--- config.mk ---
export PLATFORM = sky130hd
export DESIGN_NAME = store_word_merge
export DESIGN_NICKNAME = d
export VERILOG_FILES = /design/src/rtl/store_word_merge.sv
export SDC_FILE = /design/constraint.sdc
export NUM_CORES = 1
export LEC_CHECK = 0
export CORE_UTILIZATION = 46
export CTS_BUF_LIST = sky130_fd_sc_hd__clkbuf_4 sky130_fd_sc_hd__clkbuf_8 sky130_fd_sc_hd__clkbuf_16
export CTS_CLUSTER_DIAMETER = 50
export DETAILED_ROUTE_END_ITERATION = 12
export PLACE_DENSITY_LB_ADDON = 0.25
export SLEW_MARGIN = 30
export SYNTH_ARGS = -nofsm -noshare
export SYNTH_HDL_FRONTEND = slang
export SYNTH_SLANG_ARGS = --single-unit
--- constraint.sdc ---
create_clock -name clk -period 2 [get_ports clk]
set_clock_uncertainty 0.15 [all_clocks]
set_input_delay 0.4 -clock clk [delete_from_list [all_inputs] [get_ports clk]]
set_output_delay 0.4 -clock clk [all_outputs]
set_load 0.1 [all_outputs]
--- src/rtl/store_word_merge.sv ---
// store_word_merge: store path of the MEM stage in front of a word-only data
// memory. SW is written straight through; SB/SH read the addressed word,
// replace one byte or halfword lane (little-endian) and write the word back.
// The pipeline is held off through req_ready while a store is in flight.
//
// Handshake: a request transfers on a rising edge where req_valid && req_ready.
// req_ready is high only in IDLE, so at most one store is in flight. The
// request fields matter only in that accept cycle. Once accepted, a request
// cannot be withdrawn.
module store_word_merge (
    input  logic        clk,
    input  logic        rst,
    input  logic        req_valid,
    output logic        req_ready,
    input  logic [1:0]  store_type,
    input  logic [31:0] addr,
    input  logic [31:0] store_data,
    output logic [31:0] mem_addr,
    output logic        mem_re,
    input  logic [31:0] mem_rdata,
    output logic        mem_we,
    output logic [31:0] mem_wdata,
    output logic        done,
    output logic        store_err,
    output logic [2:0]  dbg_state
);

    localparam logic [1:0] STORE_SB = 2'd0;
    localparam logic [1:0] STORE_SH = 2'd1;
    localparam logic [1:0] STORE_SW = 2'd2;

    typedef enum logic [2:0] {
        IDLE    = 3'd0,
        READ    = 3'd1,
        CAPTURE = 3'd2,
        WRITE   = 3'd3,
        ERR     = 3'd4
    } state_t;

    state_t      state;
    state_t      state_next;
    logic [31:0] addr_q;
    logic [31:0] data_q;
    logic [1:0]  type_q;
    logic [31:0] merged_q;
    logic [31:0] merge_word;
    logic        accept;
    logic        req_bad;

    assign accept = req_valid && req_ready;

    // Illegal encoding or misaligned address for the requested width.
    always_comb begin
        req_bad = 1'b0;
        case (store_type)
            STORE_SB: req_bad = 1'b0;
            STORE_SH: req_bad = addr[0];
            STORE_SW: req_bad = (addr[1:0] != 2'b00);
            default:  req_bad = 1'b1;
        endcase
    end

    // Replace the addressed lane of the word read back; other bits pass through.
    always_comb begin
        merge_word = mem_rdata;
        if (type_q == STORE_SB) begin
            case (addr_q[1:0])
                2'd0:    merge_word[7:0]   = data_q[7:0];
                2'd1:    merge_word[15:8]  = data_q[7:0];
                2'd2:    merge_word[23:16] = data_q[7:0];
                default: merge_word[31:24] = data_q[7:0];
            endcase
        end else if (type_q == STORE_SH) begin
            if (addr_q[1]) begin
                merge_word[31:16] = data_q[15:0];
            end else begin
                merge_word[15:0] = data_q[15:0];
            end
        end
    end

    // State register.
    always_ff @(posedge clk) begin
        if (rst) begin
            state <= IDLE;
        end else begin
            state <= state_next;
        end
    end

    // Request capture on accept and merged word capture in CAPTURE.
    always_ff @(posedge clk) begin
        if (rst) begin
            addr_q   <= 32'h0;
            data_q   <= 32'h0;
            type_q   <= 2'd0;
            merged_q <= 32'h0;
        end else begin
            if (accept) begin
                addr_q <= addr;
                data_q <= store_data;
                type_q <= store_type;
            end
            if (state == CAPTURE) begin
                merged_q <= merge_word;
            end
        end
    end

    // Next-state logic and state-decoded outputs.
    always_comb begin
        state_next = state;
        req_ready  = 1'b0;
        mem_re     = 1'b0;
        mem_we     = 1'b0;
        done       = 1'b0;
        store_err  = 1'b0;
        case (state)
            IDLE: begin
                req_ready = 1'b1;
                if (req_valid) begin
                    if (req_bad) begin
                        state_next = ERR;
                    end else if (store_type == STORE_SW) begin
                        state_next = WRITE;
                    end else begin
                        state_next = READ;
                    end
                end
            end
            READ: begin
                mem_re     = 1'b1;
                state_next = CAPTURE;
            end
            CAPTURE: begin
                state_next = WRITE;
            end
            WRITE: begin
                mem_we     = 1'b1;
                done       = 1'b1;
                state_next = IDLE;
            end
            ERR: begin
                store_err  = 1'b1;
                state_next = IDLE;
            end
            default: begin
                state_next = IDLE;
            end
        endcase
    end

    // Address and write data come only from registers, so they are stable.
    assign mem_addr  = {addr_q[31:2], 2'b00};
    assign mem_wdata = (type_q == STORE_SW) ? data_q : merged_q;
    assign dbg_state = state;

endmodule
### Word-level counts from Yosys, hierarchy flattened

Index checks and enable logic that the tools add are counted.

* word-level logic and storage cells: 41
* register bits after elaboration: 101
* input port bits: 101

* reduce and logical (&&, ||, !) cells: 7
* multiplexer cells: 18
* eq/ne operators: 11

Operator list (count)
* 32-bit two-way mux: 3
* 16-bit two-way mux: 2
* 8-bit two-way mux: 4
* 3-bit case mux with 3 select lines: 1
* 2-bit by 1-bit == test with 1-bit output (second input constant): 3
* 2-bit == test (second input constant): 3
* 3-bit by 2-bit == test with 1-bit output (second input constant): 2
* 2-bit logical NOT: 3
* 3-bit two-way mux: 2
* 1-bit two-way mux: 4
* 3-bit by 1-bit == test with 1-bit output (second input constant): 1
* 3-bit == test (second input constant): 1
* 3-bit logical NOT: 1
* 1-bit case mux with 3 select lines: 1
* 3-bit OR reduction: 1
* 2-bit two-way mux: 1
* 2-bit != test (second input constant): 1
* 2-bit nonzero test: 1
* 1-bit logical AND: 1

### Longest topological paths before layout

* depth in word-level cells: 5
* gate-level depth with buffers: 6

### Worst setup path before layout

No wires, ideal clock.

* path kind: reg2out
* start: reg state[0], in the netlist dbg_state[0]
* end: out mem_re
* data arrival time: 3353 ps
* data required time: 1450 ps
* buffers on the path: 0
* slack: -1903 ps
* stages on the path, launching flop included: 2
* cells stage by stage: dfxtp_1 > nor3b_1

* word-level cells in the longest chain between the ends: 2

Ends and longest elaborated chain
* start: declaration: RTL line 40 `state_t state;`
* start signal: assignment: RTL line 87 `state <= state_next;`
* 3-bit by 1-bit == test with 1-bit output: RTL line 118 `case (state)`
* 1-bit two-way mux: RTL line 118
* end: declaration: RTL line 19 `output logic mem_re,`

No other way between the ends.

### Worst setup path in the final report

* start: reg type_q[1]
* end: out mem_wdata[1]

* word-level cells in the longest chain between the ends: 2

Ends and longest elaborated chain
* start: declaration: RTL line 44 `logic [1:0] type_q;`
* start signal: assignment: RTL line 102 `type_q <= store_type;`
* 2-bit == test: RTL line 155 `assign mem_wdata = (type_q == STORE_SW) ? data_q : merged_q;`
* 32-bit two-way mux: RTL line 155
* end: declaration: RTL line 22 `output logic [31:0] mem_wdata,`

No other way between the ends.

==> impl_metrics.py <==
metrics = {
    "floorplan": {
        "num_rows": 37,
        "die_height_um": 106.7,
        "start_util_pct": 48.22,
        "dieWidth_um": 106.7,
        "core-area_sq_um": 10460,
        "dieArea_sq_um": 11390,
        "pin_count": 173,
    },
    "global_route": {
        "grt.overflow.total": 0,
        "first_global_vias": 4825,
        "grt_start_max_net_pins": 65,
        "grt_pass1_wl_mm": 24.52,
        "grt_util_all_layers_pct": 27.68,
        "antenna_found_initial": 0,
    },
    "route": {
        "wire_per_inst_um": 18.06,
        "drc": 0,
        "first_iter_violations": 279,
        "ant_nets": 0,
        "drtPass1Iterations": 5,
        "wirelength_mm": 15.66,
        "via_per_inst": 5.629,
        "num_vias": 4880,
    },
    "finish": {
        "drive_gt1_share_pct": 25.99,
        "final_cell_count_no_fill": 867,
        "diodes": 0,
        "final_nets": 829,
        "fin_area_sq_um": 7836,
        "area_delta_synth_final_pct": 55.33,
    },
    "synth": {
        "synth-warning-count": 0,
        "ys_seq_area_share_pct": 40.08,
        "async_flop_share_pct": 0,
        "synth_commonest_cells": "nand2_1, dfxtp_1, a21oi_1",
        "post-synth-top-area-cell": "dfxtp_1",
        "syn_area_per_cell_sq_um": 8.436,
        "synth_most_common_cell": "nand2_1",
        "synthCells": 598,
        "synth_edf_count": 0,
        "synthDistinctLibCells": 28,
        "yosys_register_bits": 101,
        "synth_top_area_share_pct": 40.08,
        "synth.area.top_cells": "dfxtp_1, nand2_1, mux2_2",
        "syn-cell-area_sq_um": 5045,
        "synth_flop_cell": "dfxtp_1",
    },
    "min_path": {
        "hold_class": "in2reg",
        "hold_depth": 2,
    },
    "setup_path": {
        "critPathRequiredTime_ns": 1.45,
        "critPathLaunchType": "flip-flop",
        "critPathSlowestCell": "dfxtp_2",
        "crit_fanout": 8,
        "arrival_ns": 1.70,
        "worst_path_largest_cell_delay_ns": 0.34,
        "cpMostUsedCell": "buf_12",
        "worstRegToRegCells": 4,
        "critPathKind": "reg2out",
        "cp-end-kind": "output pin",
        "path_cells": "nor2b_4 -> buf_4 -> buf_12 -> mux2_4 -> buf_12",
    },
    "sta": {
        "min_period_ns": 2.251,
        "slew_viol_final": 0,
        "finalSetupViolCount": 32,
        "rsz0062_at_grt": "true",
        "fin_tns_setup_ns": -7.451,
        "hold_viol": 0,
        "max_freq_mhz": 444.2,
        "period_share_pct": 112.5,
        "layout_setup_ws_ns": -0.2510,
    },
    "clock_tree": {
        "clk_latency_ns": 0.36,
        "cts_buffers": 9,
        "root_buffer": "clkbuf_8",
        "clk_pin_slew_ns": 0.09,
        "cts_htree_levels": 3,
        "cts.sinks": 101,
        "tritoncts": "done",
        "clk_path_buf_depth": 2,
    },
    "power": {
        "powerDensity_nw_per_um2": 812.7,
        "p_total_mw": 6.368,
        "leakage_nw": 2.953,
        "ir_drop_mv": 0.3972,
    },
    "placement": {
        "dp_slack_ns": 0.1161,
        "dp.cells": 846,
        "port_buffers": 170,
        "placed_area_sq_um": 7506,
        "gp_congestion": 0.8380,
        "dp.final_hpwl_mm": 10.74,
    },
    "status": {
        "status": "finished with violations",
        "violations": "negative setup slack",
    },
    "flow_run": {
        "drv_cap": 0,
    },
}
-- state kept, by name (all words and copies together) (netlist names) --
name,count
merged_q,32
addr_q,32
type_q,2
data_q,32
dbg_state,3
-- kinds of logic after synthesis --
logic type / count (synthesis) / share of synthesized area (%)
compound gates: 136 / 17.71
buf+inv: 81 / 10.27
flops: 101 / 40.08
mux: 64 / 14.29
other cells: 1 / 0.07433
simple gates: 215 / 17.58
-- cells in the final DEF (no fill, tap or decap), types with 2 or more instances in the layout --
cell type        synthesis  layout
a21oi_1                 68      68
nand2_2                  1       2
conb_1                   1       2
clkbuf_8                 0       9
buf_12                   0      77
nor2_1                  33      32
a22oi_1                 32      32
mux2_1                  11       9
dfxtp_1                101      97
nand2_1                165     164
a311oi_1                33      33
mux2_4                   0      32
buf_4                   47      19
nor3b_4                  2       4
buf_16                   0       2
dfxtp_4                  0       3
clkinv_2                 0       2
mux2_2                  53      23
clkdlybuf4s50_1          0      99
-- metrics by stage --
stage	hold slack, ns	utilization (%)
floorplan	0.2822	-
global placement	0.2928	71.74
detailed placement	0.3003	71.74
CTS	0.1627	74.79
global route	0.1690	74.90
finish	0.1843	74.90
-- layout make-up --
cell class	instances	area [sq um]
Inverter	1	6.256
Clock buffer	10	148.9
Multi-Input combinational cell	417	2688
Clock inverter	4	47.55
Sequential cell	101	2034
Fill cell	778	2626
Timing Repair Buffer	198	2741
Tap cell	136	170.2
-- final timing paths --
path / to / slack (ns) / startpoint
worst max-delay path: mem_wdata[1] / -0.25 / type_q[1]
worst min-delay path: data_q[0] / 0.18 / rst
worst max register to register: merged_q[11] / 0.13 / addr_q[1]
worst min register to register: data_q[18] / 0.31 / data_q[18]
-- layer usage --
layer	global-route usage, %	part of all wire, %
met1	33.35	38
met2	46.77	51
met3	5.836	8.0
met4	12.92	3.3
met5	2.381	0
-- critical path, delay by kind of cell (launching register included) --
family | cells | cell delay [ns]
and+or+nand+nor | 1 | 0.21
muxes | 1 | 0.33
buffers and inverters | 3 | 0.46
DFF | 1 | 0.34
-- power breakdown --
group / switching, mW / leakage [nW] / internal [mW] / total [mW]
combinational: 1.61 / 2.02 / 1.09 / 2.70
sequential: 0.173 / 0.830 / 2.18 / 2.35
clock: 0.679 / 0.0991 / 0.637 / 1.32
-- what timing repair did --
action / 4_1_cts / 5_1_grt
gates cloned: 3 / 0
setup endpoints to repair: 32 / 35
gates resized for setup: 7 / 5
hold buffers: 0 / 0
setup buffers: 2 / 3
Note: power is estimated with default switching activity, not from simulation.
